==> src/rtl/paint_pkg.sv <==
// paint_pkg: shared canvas constants, brush FSM state type and cursor step helper.
// Optional macro BRUSH_WRAP_EN: a step past an edge wraps to the opposite edge instead of saturating.
package paint_pkg;
  localparam int SCREEN_W = 160;
  localparam int SCREEN_H = 120;
  localparam int COLOUR_W = 3;
  typedef enum logic [1:0] {IDLE, ARM, DRAW, RELEASE} brush_state_t;
  // one-pixel step of p in direction s within 0..lim, 9-bit so no 8-bit wrap
  function automatic logic [8:0] step_pos(input logic [8:0] p, input logic signed [1:0] s, input logic [8:0] lim);
`ifdef BRUSH_WRAP_EN
    return s[1] ? (p == '0 ? lim : p - 9'd1) : s[0] ? (p >= lim ? 9'd0 : p + 9'd1) : p;
`else
    return s[1] ? (p == '0 ? p : p - 9'd1) : s[0] ? (p >= lim ? p : p + 9'd1) : p;
`endif
  endfunction
endpackage

==> src/rtl/brush_ctrl_if.sv <==
// brush_ctrl_if: handshake between brush_ctrl and the square-drawing stage / VGA adapter.
// master (brush_ctrl): drives X, Y, S_X, S_Y, start, plot, colour; reads sq_done.
// slave (square stage): the opposite directions.
interface brush_ctrl_if;
  import paint_pkg::*;
  logic [7:0] X;
  logic [7:0] Y;
  logic [3:0] S_X;
  logic [3:0] S_Y;
  logic start;
  logic plot;
  logic [COLOUR_W-1:0] colour;
  logic sq_done;
  modport master(output X, Y, S_X, S_Y, start, plot, colour, input sq_done);
  modport slave(input X, Y, S_X, S_Y, start, plot, colour, output sq_done);
endinterface

==> src/rtl/brush_ctrl_move_rate.sv <==
// move_rate: turns one axis's neg/pos button pair plus the rate tick into a signed step.
// neg_i/pos_i: direction buttons; tick_i: step permitted this cycle; step_o: -1, 0 or +1.
module move_rate (
  input  logic              neg_i,
  input  logic              pos_i,
  input  logic              tick_i,
  output logic signed [1:0] step_o
);
  // opposing buttons cancel
  assign step_o = (!tick_i || neg_i == pos_i) ? 2'sd0 : neg_i ? -2'sd1 : 2'sd1;
endmodule

==> src/rtl/brush_ctrl.sv <==
// brush_ctrl: cursor owner and paint-request sequencer in front of the square-drawing stage.
// clk/reset: clock, async active-high reset; btn_*: direction levels; paint: rising edge requests a draw;
// size_x/size_y/colour_in: request parameters; busy: not IDLE; sq: master side of brush_ctrl_if.
// Optional macro BRUSH_WRAP_EN (via paint_pkg::step_pos): edge steps wrap instead of saturating.
module brush_ctrl
  import paint_pkg::*;
#(
  parameter int MOVE_DIV = 2500000,
  parameter int INIT_X   = 80,
  parameter int INIT_Y   = 60
) (
  input  logic                clk,
  input  logic                reset,
  input  logic                btn_left,
  input  logic                btn_right,
  input  logic                btn_up,
  input  logic                btn_down,
  input  logic                paint,
  input  logic [3:0]          size_x,
  input  logic [3:0]          size_y,
  input  logic [COLOUR_W-1:0] colour_in,
  output logic                busy,
  brush_ctrl_if.master        sq
);
  localparam int CW = $clog2(MOVE_DIV);
  localparam logic [CW-1:0] CNT_MAX = CW'(MOVE_DIV - 1);
  brush_state_t state_q, state_d;
  logic [7:0] x_q, x_d, y_q, y_d;
  logic [3:0] sx_q, sx_d, sy_q, sy_d;
  logic [COLOUR_W-1:0] col_q, col_d;
  logic start_q, start_d, paint_q;
  logic [CW-1:0] cnt_q, cnt_d;
  logic idle, held, tick, paint_edge;
  logic signed [1:0] step_x, step_y;
  logic [8:0] x_mv, y_mv, x_lim, y_lim;

  assign idle       = state_q == IDLE;
  assign held       = idle & (btn_left | btn_right | btn_up | btn_down);
  // a fresh press finds the counter at 0, so the first cycle steps immediately
  assign tick       = held & (cnt_q == '0);
  assign cnt_d      = !held ? '0 : cnt_q == CNT_MAX ? '0 : cnt_q + 1'b1;
  assign paint_edge = idle & paint & ~paint_q;

  move_rate u_rate_x (.neg_i(btn_left), .pos_i(btn_right), .tick_i(tick), .step_o(step_x));
  move_rate u_rate_y (.neg_i(btn_up),   .pos_i(btn_down),  .tick_i(tick), .step_o(step_y));

  // move within the current brush's limit, then clamp to the limit of the size being latched
  assign x_mv  = step_pos({1'b0, x_q}, step_x, 9'(SCREEN_W - 1) - {5'd0, sx_q});
  assign y_mv  = step_pos({1'b0, y_q}, step_y, 9'(SCREEN_H - 1) - {5'd0, sy_q});
  assign x_lim = 9'(SCREEN_W - 1) - {5'd0, size_x};
  assign y_lim = 9'(SCREEN_H - 1) - {5'd0, size_y};
  assign x_d   = !idle ? x_q : (paint_edge && x_mv > x_lim) ? x_lim[7:0] : x_mv[7:0];
  assign y_d   = !idle ? y_q : (paint_edge && y_mv > y_lim) ? y_lim[7:0] : y_mv[7:0];
  assign sx_d  = paint_edge ? size_x : sx_q;
  assign sy_d  = paint_edge ? size_y : sy_q;
  assign col_d = paint_edge ? colour_in : col_q;

  always_comb begin
    state_d = state_q;
    start_d = start_q;
    case (state_q)
      IDLE: state_d = paint_edge ? ARM : IDLE;
      ARM: begin
        state_d = DRAW;
        start_d = 1'b1;
      end
      DRAW: begin
        state_d = sq.sq_done ? RELEASE : DRAW;
        start_d = ~sq.sq_done;
      end
      default: state_d = IDLE;
    endcase
  end

  always_ff @(posedge clk or posedge reset) begin
    if (reset) begin
      state_q <= IDLE;
      x_q     <= 8'(INIT_X);
      y_q     <= 8'(INIT_Y);
      sx_q    <= '0;
      sy_q    <= '0;
      col_q   <= '0;
      start_q <= 1'b0;
      paint_q <= 1'b0;
      cnt_q   <= '0;
    end else begin
      state_q <= state_d;
      x_q     <= x_d;
      y_q     <= y_d;
      sx_q    <= sx_d;
      sy_q    <= sy_d;
      col_q   <= col_d;
      start_q <= start_d;
      paint_q <= paint;
      cnt_q   <= cnt_d;
    end
  end

  assign sq.X      = x_q;
  assign sq.Y      = y_q;
  assign sq.S_X    = sx_q;
  assign sq.S_Y    = sy_q;
  assign sq.colour = col_q;
  assign sq.start  = start_q;
  assign sq.plot   = start_q & ~sq.sq_done;
  assign busy      = !idle;
endmodule
==> src/flat_wrapper.sv <==
// flat-port wrapper written by rule: the top's interface ports become plain ports
module brush_ctrl_flat import paint_pkg::*;
#(
  parameter int MOVE_DIV = 2500000,
  parameter int INIT_X   = 80,
  parameter int INIT_Y   = 60
)
  (clk, reset, btn_left, btn_right, btn_up, btn_down, paint, size_x, size_y, colour_in, busy, sq_X, sq_Y, sq_S_X, sq_S_Y, sq_start, sq_plot, sq_colour, sq_sq_done);
  brush_ctrl_if sq_i ();
  input  logic clk;
  input  logic reset;
  input  logic btn_left;
  input  logic btn_right;
  input  logic btn_up;
  input  logic btn_down;
  input  logic paint;
  input  logic [3:0] size_x;
  input  logic [3:0] size_y;
  input  logic [COLOUR_W-1:0] colour_in;
  output logic busy;
  output wire logic [$bits(sq_i.X)-1:0] sq_X;
  output wire logic [$bits(sq_i.Y)-1:0] sq_Y;
  output wire logic [$bits(sq_i.S_X)-1:0] sq_S_X;
  output wire logic [$bits(sq_i.S_Y)-1:0] sq_S_Y;
  output wire logic [$bits(sq_i.start)-1:0] sq_start;
  output wire logic [$bits(sq_i.plot)-1:0] sq_plot;
  output wire logic [$bits(sq_i.colour)-1:0] sq_colour;
  input wire logic [$bits(sq_i.sq_done)-1:0] sq_sq_done;
  assign sq_X = sq_i.X;
  assign sq_Y = sq_i.Y;
  assign sq_S_X = sq_i.S_X;
  assign sq_S_Y = sq_i.S_Y;
  assign sq_start = sq_i.start;
  assign sq_plot = sq_i.plot;
  assign sq_colour = sq_i.colour;
  assign sq_i.sq_done = sq_sq_done;
  brush_ctrl #(.MOVE_DIV(MOVE_DIV), .INIT_X(INIT_X), .INIT_Y(INIT_Y)) u_core (.clk(clk), .reset(reset), .btn_left(btn_left), .btn_right(btn_right), .btn_up(btn_up), .btn_down(btn_down), .paint(paint), .size_x(size_x), .size_y(size_y), .colour_in(colour_in), .busy(busy), .sq(sq_i));
endmodule
==> config.mk <==
export PLATFORM = sky130hd
export DESIGN_NAME = brush_ctrl_flat
export DESIGN_NICKNAME = d
export VERILOG_FILES = /design/src/rtl/paint_pkg.sv /design/src/rtl/brush_ctrl_if.sv /design/src/rtl/brush_ctrl_move_rate.sv /design/src/rtl/brush_ctrl.sv /design/src/flat_wrapper.sv
export SDC_FILE = /design/constraint.sdc
export NUM_CORES = 1
export LEC_CHECK = 0
export ABC_AREA = 1
export ABC_CLOCK_PERIOD_IN_PS = 7900
export CAP_MARGIN = 20
export CELL_PAD_IN_SITES_DETAIL_PLACEMENT = 0
export CELL_PAD_IN_SITES_GLOBAL_PLACEMENT = 2
export CORE_MARGIN = 4
export CORE_UTILIZATION = 34
export DETAILED_ROUTE_END_ITERATION = 10
export HOLD_SLACK_MARGIN = 0.12
export PLACE_DENSITY = 0.87
export RECOVER_POWER = 100
export SLEW_MARGIN = 20
export SYNTH_ARGS = -nofsm -noshare
export SYNTH_HDL_FRONTEND = slang
export SYNTH_SLANG_ARGS = --single-unit
export TNS_END_PERCENT = 30
==> constraint.sdc <==
create_clock -name clk -period 7.9 [get_ports clk]
set_input_delay 0.79 -clock clk [delete_from_list [all_inputs] [get_ports clk]]
set_output_delay 0.79 -clock clk [all_outputs]
set_load 0.02 [all_outputs]
==> results of run 1 <==
## layout by cell type (no fill, tap or decap), types with 3 or more instances in the layout
| cell type | Yosys | final |
|---|---|---|
| dlygate4sd3_1 | 0 | 34 |
| dfrtp_1 | 47 | 47 |
| clkdlybuf4s50_1 | 0 | 14 |
| xnor2_1 | 4 | 4 |
| dfstp_2 | 6 | 6 |
| clkbuf_1 | 6 | 4 |
| nand2_1 | 136 | 141 |
| a21oi_1 | 24 | 24 |
| nor2_1 | 52 | 53 |
| nor2_2 | 4 | 4 |
| nor3_2 | 3 | 3 |
| clkbuf_16 | 0 | 5 |
| nor3_1 | 13 | 14 |
| inv_1 | 88 | 87 |
| ha_1 | 30 | 30 |
| nand4_1 | 11 | 11 |
| o21ai_0 | 33 | 33 |
| xor2_1 | 15 | 15 |
| nor4_1 | 6 | 6 |
| o22ai_1 | 4 | 4 |
| nand3_1 | 54 | 54 |
## worst max-delay path by stage
stage / start / endpoint / cells past startpoint / slack (ps)
2_1_floorplan: btn_left / u_core.sq.X[1] / 21 / 4660
3_3_place_gp: btn_left / u_core.sq.X[1] / 22 / 3760
3_5_place_dp: btn_left / u_core.sq.X[1] / 22 / 3690
4_1_cts: btn_left / u_core.sq.X[3] / 22 / 3990
5_1_grt: btn_left / u_core.sq.Y[0] / 22 / 2830
6_report: btn_left / u_core.sq.Y[2] / 21 / 3320
## power groups by stage
stage	Combinational, mW	Clock, mW	Sequential (mW)
CTS	1.03	0.267	0.479
global route	1.09	0.274	0.492
global placement	1.01	0	0.484
detailed placement	1.02	0	0.484
finish	0.956	0.259	0.475
floorplan	0.635	0	0.512
## cell families after synthesis
kind of cell	count (synthesis)	share of synthesized area
XOR/XNOR	19	0.0414
adder cells (fa/ha/maj)	30	0.0935
flip-flops	53	0.332
AO/OA/AOI/OAI	74	0.101
buffers and inverters	96	0.0900
AND/OR/NAND/NOR	297	0.342
## state kept, by name (all words and copies together), names as in the netlist
name	count
u_core.cnt_q	22
u_core.sq.X	8
u_core.sq.Y	8
u_core.sq.S_X	4
u_core.sq.S_Y	4
u_core.sq.colour	3
u_core.state_q	2
u_core.paint_q	1
u_core.sq.start	1
## critical path, cell delays in order
cell and delay (ps):
dlygate4sd3_1 610, inv_1 110, ha_1 240, nand2_2 70, nand2_1 160, nor3_1 220, and2_0 320, nand2_1 110
nor2_1 360, nand2_1 150, xor2_1 170, o22ai_1 180, ha_1 290, a21oi_1 150, o21ai_0 80, o21ai_0 60
nand3b_1 110, nand2_1 130, nand2_1 270, nand2_1 120, nand2_1 80
## cell type report
| cell class | count | area share |
|---|---|---|
| repair buffers | 51 | 0.103 |
| well taps | 143 | 0.0374 |
| inverters | 89 | 0.0698 |
| clock buffers | 7 | 0.0298 |
| flip-flops and latches | 53 | 0.279 |
| clock inverters | 1 | 0.00627 |
| multi-input cells | 420 | 0.476 |
## metal layers
metal  up-vias  share of wire  GRT usage
li1       1952              -          -
met1      1717           0.49      0.226
met2        58           0.46      0.254
met3         8          0.036     0.0275
met4         0          0.012     0.0451
met5         -              0          0
## stage by stage
| step | setup WS (ps) | utilization | cells | hold WS [ps] | total power [mW] |
|---|---|---|---|---|---|
| 2_1_floorplan | 4660 | - | 569 | 432 | 1.15 |
| 3_3_place_gp | 3760 | 0.407 | 756 | 455 | 1.50 |
| 3_5_place_dp | 3690 | 0.407 | 756 | 459 | 1.51 |
| 4_1_cts | 3990 | 0.422 | 764 | 470 | 1.77 |
| 5_1_grt | 2830 | 0.418 | 764 | 497 | 1.86 |
| 6_report | 3320 | 0.418 | 764 | 465 | 1.69 |
==> flow_results.org, run 1 <==
** Synthesis
- Fraction of registers with async set/reset :: 1.00
- Synthesized area per cell :: 7.06 um2
- The share of synthesized area in the top cell type comes to 0.293.
- The synthesized netlist occupies a cell area of 4020 um2.
- Top cells by area in the synthesized netlist :: dfrtp_1 29%, nand2_1 13%, ha_1 9.3%
- Unique cell type count in the Yosys netlist :: 37
- Top post-synthesis cells by count :: 136 x nand2_1, 88 x inv_1, 54 x nand3_1, 52 x nor2_1, 47 x dfrtp_1
- Post-synth EDFFs :: 0
- Synthesis produced a netlist whose cell count is 569.
- Part of the Yosys area used for sequential elements :: 0.332
- Library cell with the highest instance count after synthesis :: nand2_1
- Of all cell types, the one taking the most synthesized area is dfrtp_1.
- The most used flip-flop cell after synthesis is dfrtp_1.
- Mapped Nets :: 618
- In this run, synthesis produced a sequential element count of 53.
- The Yosys step of the flow raised 0 warnings.

** Critical path
- Required arrival time at the worst endpoint :: 8140 ps
- The worst register-to-register path ends at u_core.sq.Y[2].
- Beginning of the worst register-to-register path :: u_core.state_q[0]
- Data arrival time of the worst path :: 4810 ps
- The worst setup path is captured at a register.
- In this run the register-to-register setup slack is 4120 ps.
- Critical path class :: in -> reg
- Startpoint Class :: input pin
- Worst Reg2Reg Path Length in Cells :: 19
- Along the worst path, the maximum fanout reaches 8.

** Finish
- Finished layout cell area :: 4790 um2
- Count of fill cells added during filler insertion :: 1222
- Number of nets at the end of the flow :: 669
- 0 antenna diodes ended up in the layout.
- Registers take 1330 um2.
- Area growth from synthesis to layout :: 19.2%
- Area used by multi-input combinational logic :: 2280 um2
- In the final layout, the share of cells above drive strength 1 is 0.0451.

** Clock network
- Count of hold buffers inserted by post-cts repair :: 0
- Clk pin slew, worst setup/hold paths :: 70 ps
- Num CTS Buffers :: 5
- Clock Path Buffers :: 2
- Clock latency on the worst-skew pair :: 290 ps
- The H-tree was split into 2 levels.
- TritonCTS clock tree :: done
- Gates resized, CTS repair :: 0
- CTS saw 53 sinks.
- Buffers inserted during post-CTS setup optimization :: 0
- The root buffer cell chosen for the clock tree is clkbuf_16.

** Global route
- Global route overflow :: 0
- Global-route wire length before repair :: 17.3 mm
- The via count of the first global-routing pass came to 3555.
- In the global route stage, overall resource usage came out at 0.161.
- Entering global routing, the biggest net connects 54 pins.
- The number of antenna violations at the first check in global routing is 0.

** Detailed routing
- Number of remaining DRC errors :: 0
- Mean routed wirelength per cell :: 13.9 um
- In this run the remaining antenna-violating nets after routing total 0.
- After the first detailed-routing iteration, the DRC count stood at 185.
- Average vias per placed instance :: 4.89
- Detailed-route via count :: 3735
- Final wirelength :: 10.6 mm
- The first detailed-routing pass took 4 iterations.

** Power
- Sw power :: 0.814 mW
- Clock group share of total power :: 0.153
- Internal power comes to 0.876 mW.
- Of the total power, the share spent switching nets is 0.482.
- Pwr per Cell Area :: 353 nW/um2
- Relative contribution of combinational cells to total power :: 0.566
- The share of total power dissipated in sequential elements is 0.281.
- Worst IR Drop VDD :: 0.147 mV
- In this run the static leakage power is 2.40 nW.

** Timing
- The number of hold violations in the final report was 0.
- The final number of max-transition violations is 54.
- RSZ-0062 raised after global routing :: false
- Shortest period the worst path allows :: 4580 ps
- Setup violations remaining at the end of the flow were counted as 0.
- For the pin with the worst max-slew slack, the measured transition is 2990 ps.
- Setup TNS after final layout :: 0 ps
- Across the routed clock network, the largest skew measured is 3.12 ps.
- Max-slew headroom at the worst pin :: -0.996
- In the finished design, the share of the clock period the worst path needs comes to 0.579.
- Timing would allow up to 0.219 GHz.

** Die
- For this configuration, the core starts out at a cell density of 0.350.
- I/O pins :: 49
- Standard-cell row count :: 39
- In this run the vertical extent of the chip is 117 um.
- Chip width :: 117 um
- The die covers 13600 um2.
- Area of the core :: 11500 um2

** Worst hold path
- The tightest min-delay check is of the reg -> reg type.
- Along the worst hold path, the cell count comes to 1.
- In this run the most critical hold path is launched from u_core.cnt_q[0].
- Worst hold endpoint :: u_core.cnt_q[0]

** Status
- Run status :: finished, violations left
- The final reports fail on max-capacitance violations, max-slew violations.

** Placement
- HPWL reported at the end of detailed placement :: 8.23 mm
- Input and output buffers added on the ports amount to 48.
- Once placement finished, the instance area stood at 4670 um2.
- Gpl congestion :: 0.853

** Flow run
- Max-cap violations in this run came to 1.
No activity file was read; power rests on OpenSTA's default activity.
==> run 2: changes to the inputs <==
--- a/config.mk
+++ b/config.mk
@@ -6,15 +6,15 @@
 export NUM_CORES = 1
 export LEC_CHECK = 0
 export ABC_AREA = 1
-export ABC_CLOCK_PERIOD_IN_PS = 7900
+export ABC_CLOCK_PERIOD_IN_PS = 4400
 export CAP_MARGIN = 20
 export CELL_PAD_IN_SITES_DETAIL_PLACEMENT = 0
 export CELL_PAD_IN_SITES_GLOBAL_PLACEMENT = 2
 export CORE_MARGIN = 4
-export CORE_UTILIZATION = 34
+export CORE_UTILIZATION = 32
 export DETAILED_ROUTE_END_ITERATION = 10
 export HOLD_SLACK_MARGIN = 0.12
-export PLACE_DENSITY = 0.87
+export PLACE_DENSITY = 0.83
 export RECOVER_POWER = 100
 export SLEW_MARGIN = 20
 export SYNTH_ARGS = -nofsm -noshare
==> constraint.sdc (replaced) <==
create_clock -name clk -period 4.4 [get_ports clk]
set_input_delay 0.44 -clock clk [delete_from_list [all_inputs] [get_ports clk]]
set_output_delay 0.44 -clock clk [all_outputs]
set_load 0.02 [all_outputs]
==> flow_results.org, run 2 (synthesis results as in run 1) <==
** Placement
- The count of buffers inserted at the top-level ports came to 48 (unchanged).
- HPWL reported at the end of detailed placement :: 8.35 mm (+1.4%)
- The final weighted congestion in routability-driven placement is 0.840 (-1.5%).

** Timing
- Of the available clock period, the critical path in the final layout requires 0.861.
- The final number of max-transition violations came to 54 (unchanged).
- Hold violation total from the final report :: 0 (unchanged)
- Max Freq :: 0.264 GHz
- The setup skew after layout came to 4.44 ps (+1.32 ps).
- The relative slew slack is -0.922 (+0.0744).
- The accumulated negative setup slack was 0 ps (unchanged).
- The transition time at the pin with the least slew margin came to 2880 ps (-112 ps).
- For the finished layout, the period the worst path requires is 3790 ps.
- Setup repair after global routing left no endpoint under its margin.
- Setup violation total in the final timing report :: 0 (unchanged)

** Finish
- Area growth from synthesis to layout :: 20.6%
- The filler cell count was 1281 (+4.8%).
- Top reg by flops :: u_core.cnt_q
- Antenna diodes :: 0 (unchanged)
- In the layout the commonest cells are 138 x nand2_1, 87 x inv_1, 54 x nor2_1, 54 x nand3_1, 47 x dfrtp_1.
- Most common library cell in the layout ignoring fill and taps :: nand2_1
- Max FFs per register :: 22 (unchanged)
- The number of nets in the final layout came to 668 (-0.15%).
- Share of post-route cells with drive strength above 1 :: 0.0516 (+0.00652)

** Critical path
- STA classifies the critical path startpoint as an input pin.
- Counting stages on the worst path, the most repeated cell is nand2_1.
- Worst Setup End Kind :: register
- The largest individual stage delay along the critical path comes from the cell dlygate4sd3_1.
- The worst endpoint required time came to 4590 ps (-3550 ps).
- The critical path is of the in -> reg type.
- Critical path fanouts, max :: 7 (-1)
- The data arrival time at the worst-slack endpoint came to 3970 ps (-840 ps).
- The register-to-register setup slack is 900 ps (-3220 ps).
- The maximum cell stage delay along the critical path is 620 ps (about the same).
- The kind of cell with the highest combined delay along the critical path is simple AND/OR/NAND/NOR gates.
- Cells along the critical path :: dlygate4sd3_1 -> inv_1 -> ha_1 -> nand2_2 -> nand2_1 -> nor3_4 -> and2_4 -> nand3_1 -> o21ai_0 -> o21ai_0 -> ha_1 -> nand2_1 -> o21ai_0 -> a21oi_1 -> a41oi_1 -> nand3_1 -> nand2_1 -> nand2_1 -> nand2_2 -> nand2_2 -> nand2_1 -> nand2_1
- The worst path buffer plus inverter count was 2 (unchanged).

** Die
- Chip width :: 120 um (+2.9%)
- Starting density of the core :: 0.330 (-0.0200)
- The core box area was 12200 um2 (+6.1%).
- The area of the die came to 14400 um2 (+5.8%).
- I/O pins :: 49 (unchanged)
- Vert. Die Dim :: 120 um (+2.9%)
- The count of standard-cell rows was 40 (+2.6%).

** Clock network
- The clock insertion delay at the later pin of the skew report was 290 ps (about the same).
- Master cell of the clock root buffer :: clkbuf_16
- TritonCTS built the clock tree.
- Gates resized, CTS repair :: 0 (unchanged)
- The number of buffers inserted by hold repair at cts is 0 (unchanged).
- The clock-pin slew on the worst setup and hold paths came to 70 ps (about the same).
- Clock Path Buffers :: 2 (unchanged)
- The number of clock sinks is 53 (unchanged).
- Num CTS Buffers :: 5 (unchanged)
- Buffers inserted during post-CTS setup optimization :: 0 (unchanged)
- CTS H-Tree Depth :: 2 (unchanged)

** Global route
- The pin count of the biggest net entering global routing was 54 (unchanged).
- Global route overflow :: 0 (unchanged)
- The first-pass GRT wire length was 17.6 mm (+1.6%).
- Number of global-route vias before repair :: 3514 (-1.2%)
- Number of antenna violations at the first check in global routing :: 0 (unchanged)
- The total global routing track utilization was 0.149 (-0.0110).

** Detailed routing
- Average vias per placed instance :: 4.71 (-3.7%)
- The overall routed net length was 10.4 mm (-1.8%).
- The number of nets with antenna violations after detailed routing was 0 (unchanged).
- Number of remaining DRC errors :: 0 (unchanged)
- The iteration-0 DRC count of the detailed router is 205 (+11%).
- The total vias in the final route came to 3710 (-0.67%).
- The number of search-and-repair iterations in the first detailed-routing pass was 5 (+1).
- The routed length per placed instance was 13.2 um (-4.8%).

** Power
- Tot Pwr :: 3.06 mW (+81%)
- The worst-case vdd ir drop came to 0.257 mV (+75%).
- Leakage power of the design :: 2.42 nW (+0.81%)
- The power density normalized to cell area came to 632 nW/um2 (+79%).

** Flow run
- Max cap viols :: 1 (unchanged)

** Status
- The flow ran to the end, but the final reports show violations.
- The checks that failed: max-capacitance violations, max-slew violations.

** Worst hold path
- The min-delay analysis places its worst path in the category reg -> reg.
==> run 2: changes by cell type in the layout (fill, tap and decap cells not counted), sizes merged <==
cell	before	now
clkdlybuf4s50	14	15
clkinvlp	0	1
clkbuf	10	7
buf	0	1
dlygate4sd3	34	33
==> run 2: final timing paths <==
path,from,endpoint,cells after the start
min in group asynchronous,reset,u_core.cnt_q[1],3
max reg2reg,u_core.sq.X[0],u_core.sq.X[3],23
min,u_core.sq.colour[0],u_core.sq.colour[0],2
max,btn_left,u_core.sq.X[3],22
max in group asynchronous,reset,u_core.sq.start,3
min reg2reg,u_core.sq.colour[0],u_core.sq.colour[0],2
==> run 2: stage by stage <==
stage | worst slack (ps) | instances | cell area, um2 | utilization | hold slack [ps]
after floorplan | 1400 | 569 | 4020 | - | 432
final | 612 | 788 | 4840 | 0.398 | 465
after detailed placement | 472 | 780 | 4690 | 0.386 | 459
after global routing | 202 | 788 | 4840 | 0.398 | 490
after CTS | 773 | 788 | 4870 | 0.401 | 473
after global placement | 596 | 780 | 4690 | 0.386 | 454
==> run 2: per-layer routing <==
metal	part of all wire	wire length, um	global-route usage
met5	0	0	0
met4	0.013	131	0.0415
met3	0.030	315	0.0170
met2	0.45	4700	0.233
met1	0.50	5250	0.218
==> run 2: power breakdown <==
group / internal, mW / total, mW / switching [mW]
clock: 0.284 / 0.460 / 0.176
combinational: 0.658 / 1.75 / 1.09
sequential: 0.645 / 0.851 / 0.206
total: 1.59 / 3.06 / 1.47
==> run 2: worst min-delay path: stages, from the launching register on <==
cell and delay (ps):
dfrtp_1 340, nand2_1 50, nand2_1 50
==> run 2: final cells by class <==
| cell class | instances | area (um2) | area share |
|---|---|---|---|
| multi-input combinational | 420 | 2300 | 0.474 |
| sequential | 53 | 1330 | 0.275 |
| clock inverter | 2 | 37.5 | 0.00775 |
| timing repair buffer | 50 | 492 | 0.102 |
| clock buffer | 6 | 139 | 0.0287 |
| tap | 168 | 210 | 0.0434 |
| inverter | 89 | 334 | 0.0690 |
==> run 3: changes to the inputs <==
--- a/config.mk
+++ b/config.mk
@@ -14,10 +14,10 @@
 export CORE_UTILIZATION = 32
 export DETAILED_ROUTE_END_ITERATION = 10
 export HOLD_SLACK_MARGIN = 0.12
-export PLACE_DENSITY = 0.83
+export PLACE_DENSITY = 0.82
 export RECOVER_POWER = 100
 export SLEW_MARGIN = 20
 export SYNTH_ARGS = -nofsm -noshare
 export SYNTH_HDL_FRONTEND = slang
 export SYNTH_SLANG_ARGS = --single-unit
-export TNS_END_PERCENT = 30
+export TNS_END_PERCENT = 20
==> flow_results.org, run 3 (synthesis results as in run 1) <==
** Status
- The run finished, with violations left.
- Violations in the final reports :: max-capacitance violations, max-slew violations

** Global route
- Global route overflow :: 0 (unchanged)
- Number of antenna violations at the first check in global routing :: 0 (unchanged)
- The pin count of the biggest net entering global routing came to 54 (unchanged).
- Global-route wire length before repair :: 17.9 mm (+1.9%)
- The via count of the first global-routing pass was 3618 (+3.0%).
- Overall track demand over capacity in global routing :: 0.154 (+0.00406)

** Clock network
- Clock latency on the worst-skew pair :: 290 ps (about the same)
- Clk pin slew, worst setup/hold paths :: 70 ps (about the same)
- The post-cts gate resize count came to 0 (unchanged).
- Clock Path Buffers :: 2 (unchanged)
- The number of CTS-inserted buffers came to 5 (unchanged).
- Master cell of the clock root buffer :: clkbuf_16
- The number of clock sinks came to 53 (unchanged).
- The level count of the clock H-tree came to 2 (unchanged).
- TritonCTS clock tree :: done
- Count of hold buffers inserted by post-cts repair :: 0 (unchanged)
- Buffers inserted during post-CTS setup optimization :: 0 (unchanged)

** Timing
- Setup violation total in the final timing report :: 0 (unchanged)
- The number of hold violations in the final report came to 0 (unchanged).
- Shortest period the worst path allows :: 3760 ps (-26.6 ps)
- Setup repair after global routing left no endpoint under its margin.
- The relative slew slack is -0.983 (-0.0611).
- The maximum operating frequency was 0.266 GHz (+0.71%).
- The final number of max-transition violations came to 54 (unchanged).
- The accumulated negative setup slack is 0 ps (unchanged).
- The setup skew after layout is 6.21 ps (+1.77 ps).
- Slew of the pin with the lowest slew margin :: 2970 ps (+91.7 ps)
- Final period utilization :: 0.855 (-0.00605)

** Critical path
- By instance count, the cell type seen most on the critical path is nand2_1.
- The worst setup path is launched from an input pin.
- The signal on the critical path passes through dlygate4sd3_1 -> inv_1 -> ha_1 -> nand2_1 -> nand2_4 -> nor3_4 -> and2_4 -> nand2_1 -> nor2_1 -> a21oi_1 -> xor2_1 -> inv_1 -> ha_1 -> o21bai_1 -> a21oi_1 -> o21ai_0 -> o21ai_0 -> nand3b_1 -> nand2_2 -> nand2_4 -> nand2_1 -> nand2_1.
- The largest fanout on the critical path is 8 (+1).
- Worst Setup End Kind :: register
- Required arrival time at the worst endpoint :: 4580 ps (about the same)
- Flop-to-flop setup slack :: 860 ps (-40 ps)
- The maximum cell stage delay along the critical path was 640 ps (+20 ps).
- The count of cells along the worst register-to-register path is 23 (unchanged).
- The critical path in this run is classified as in -> reg.
- Cell with the biggest individual delay on the critical path :: dlygate4sd3_1
- The data arrival time at the worst-slack endpoint is 3940 ps (-30 ps).
- The startpoint identified for the worst register-to-register timing path is u_core.sq.X[0].
- CP Launch Point :: btn_left
- Reg-to-reg endpoint :: u_core.sq.X[3]

** Die
- The chip width is 120 um (unchanged).
- Vert. Die Dim :: 120 um (unchanged)
- The count of standard-cell rows was 40 (unchanged).
- Area of the core :: 12200 um2 (unchanged)
- Die outline area :: 14400 um2 (unchanged)
- The number of top-level design ports is 49 (unchanged).
- Starting density of the core :: 0.330 (unchanged)

** Finish
- Antenna diodes :: 0 (unchanged)
- From synthesis to final layout, the design area changed by 19.6%.
- Max FFs per register :: 22 (unchanged)
- The share of final-layout standard cells stronger than drive strength 1 was 0.0467 (-0.00491).
- The post-layout utilization of the core is 0.395 (-0.00319).
- The final cell area excluding filler cells is 4800 um2 (-0.80%).
- The register with the most flip-flops in the final layout is u_core.cnt_q.
- Most common library cell in the layout ignoring fill and taps :: nand2_1
- The number of nets in the final layout was 669 (+0.15%).
- Leading cell types in the layout, fill and taps excluded :: 137 x nand2_1, 87 x inv_1, 55 x nor2_1

** Detailed routing
- The residual DRC count was 0 (unchanged).
- Mean routed wirelength per cell :: 13.7 um (+3.5%)
- Detailed-route via count :: 3752 (+1.1%)
- The number of vias per cell after detailed routing is 4.76 (+1.0%).
- The iteration-0 DRC count of the detailed router was 222 (+8.3%).
- Number of nets with antenna violations after routing :: 0 (unchanged)
- The number of search-and-repair iterations in the first detailed-routing pass is 4 (-1).
- The overall routed net length was 10.8 mm (+3.6%).

** Power
- The switching power came to 1.48 mW (+0.40%).
- Pwr per Cell Area :: 625 nW/um2 (-1.2%)
- The combinational fraction of design power was 0.588 (+0.017).
- Clock group share of total power :: 0.127 (-0.023)
- Leakage power of the design :: 2.41 nW (-0.74%)
- The worst-case vdd ir drop was 0.284 mV (+10%).
- Int Power :: 1.52 mW (-4.3%)
- Sequential share of power :: 0.285 (+0.007)
- The switching share of total power was 0.493 (+0.0119).

** Worst hold path
- The cell depth of the worst hold path came to 2 (unchanged).
- Beginning of the worst hold path :: u_core.sq.colour[1]
- In this run the worst hold path is classified as reg -> reg.
- Worst hold endpoint :: u_core.sq.colour[1]

** Placement
- HPWL reported at the end of detailed placement :: 8.54 mm (+2.3%)
- The final weighted congestion in routability-driven placement came to 0.827 (-1.6%).
- The count of buffers inserted at the top-level ports is 48 (unchanged).
- The placed instance area was 4700 um2 (+0.16%).

** Flow run
- Max cap viols :: 1 (unchanged)
run 3: changes by cell type in the layout (fill, tap and decap cells not counted), sizes merged:
cell / change
clkinv: +1
buf: -1
bufinv: -1
clkbuf: +3
clkinvlp: -1
run 3: how the worst max path moves through the flow:
| stage | endpoint | slack, ps | cells after the start |
|---|---|---|---|
| 2_1_floorplan | u_core.sq.X[1] | 1400 | 23 |
| 3_3_place_gp | u_core.sq.X[1] | 590 | 22 |
| 3_5_place_dp | u_core.sq.X[1] | 480 | 22 |
| 4_1_cts | u_core.sq.X[1] | 770 | 22 |
| 5_1_grt | u_core.sq.Y[1] | 230 | 22 |
| 6_report | u_core.sq.Y[1] | 640 | 22 |
run 3: layout make-up:
type	instances	area [um2]
Timing Repair Buffer	51	492
Clock buffer	7	133
Tap cell	168	210
Inverter	89	334
Fill cell	1322	7360
Sequential cell	53	1330
Multi-Input combinational cell	420	2300
Clock inverter	1	5.00
run 3: power by group through the flow:
stage	clock [mW]	sequential, mW	combinational (mW)
4_1_cts	0.399	0.864	1.85
3_5_place_dp	0	0.869	1.84
5_1_grt	0.418	0.882	2.03
3_3_place_gp	0	0.872	1.83
6_report	0.381	0.854	1.77
2_1_floorplan	0	0.919	1.14
run 3: per-stage QoR:
step                power [mW]  instances  setup slack, ps  hold slack, ps
floorplan                 2.06        569             1400             432
global placement          2.71        781              589             454
detailed placement        2.71        781              476             461
global route              3.33        789              231             492
CTS                       3.12        789              768             475
finish                    3.00        789              638             469
run 3: per-layer routing:
metal  global-route usage  share of wire  vias up
li1                     -              -     1951
met1                0.218           0.50     1733
met2                0.242           0.46       60
met3               0.0221          0.031        8
met4               0.0451          0.015        0
met5                    0              0        -
run 3: worst max-delay path, delay by kind of cell:
family          cells  cell delay, ps
xor+xnor            1             190
simple gates       11            1490
fa+ha+maj           2             420
compound gates      5             580
buf+inv             3             820
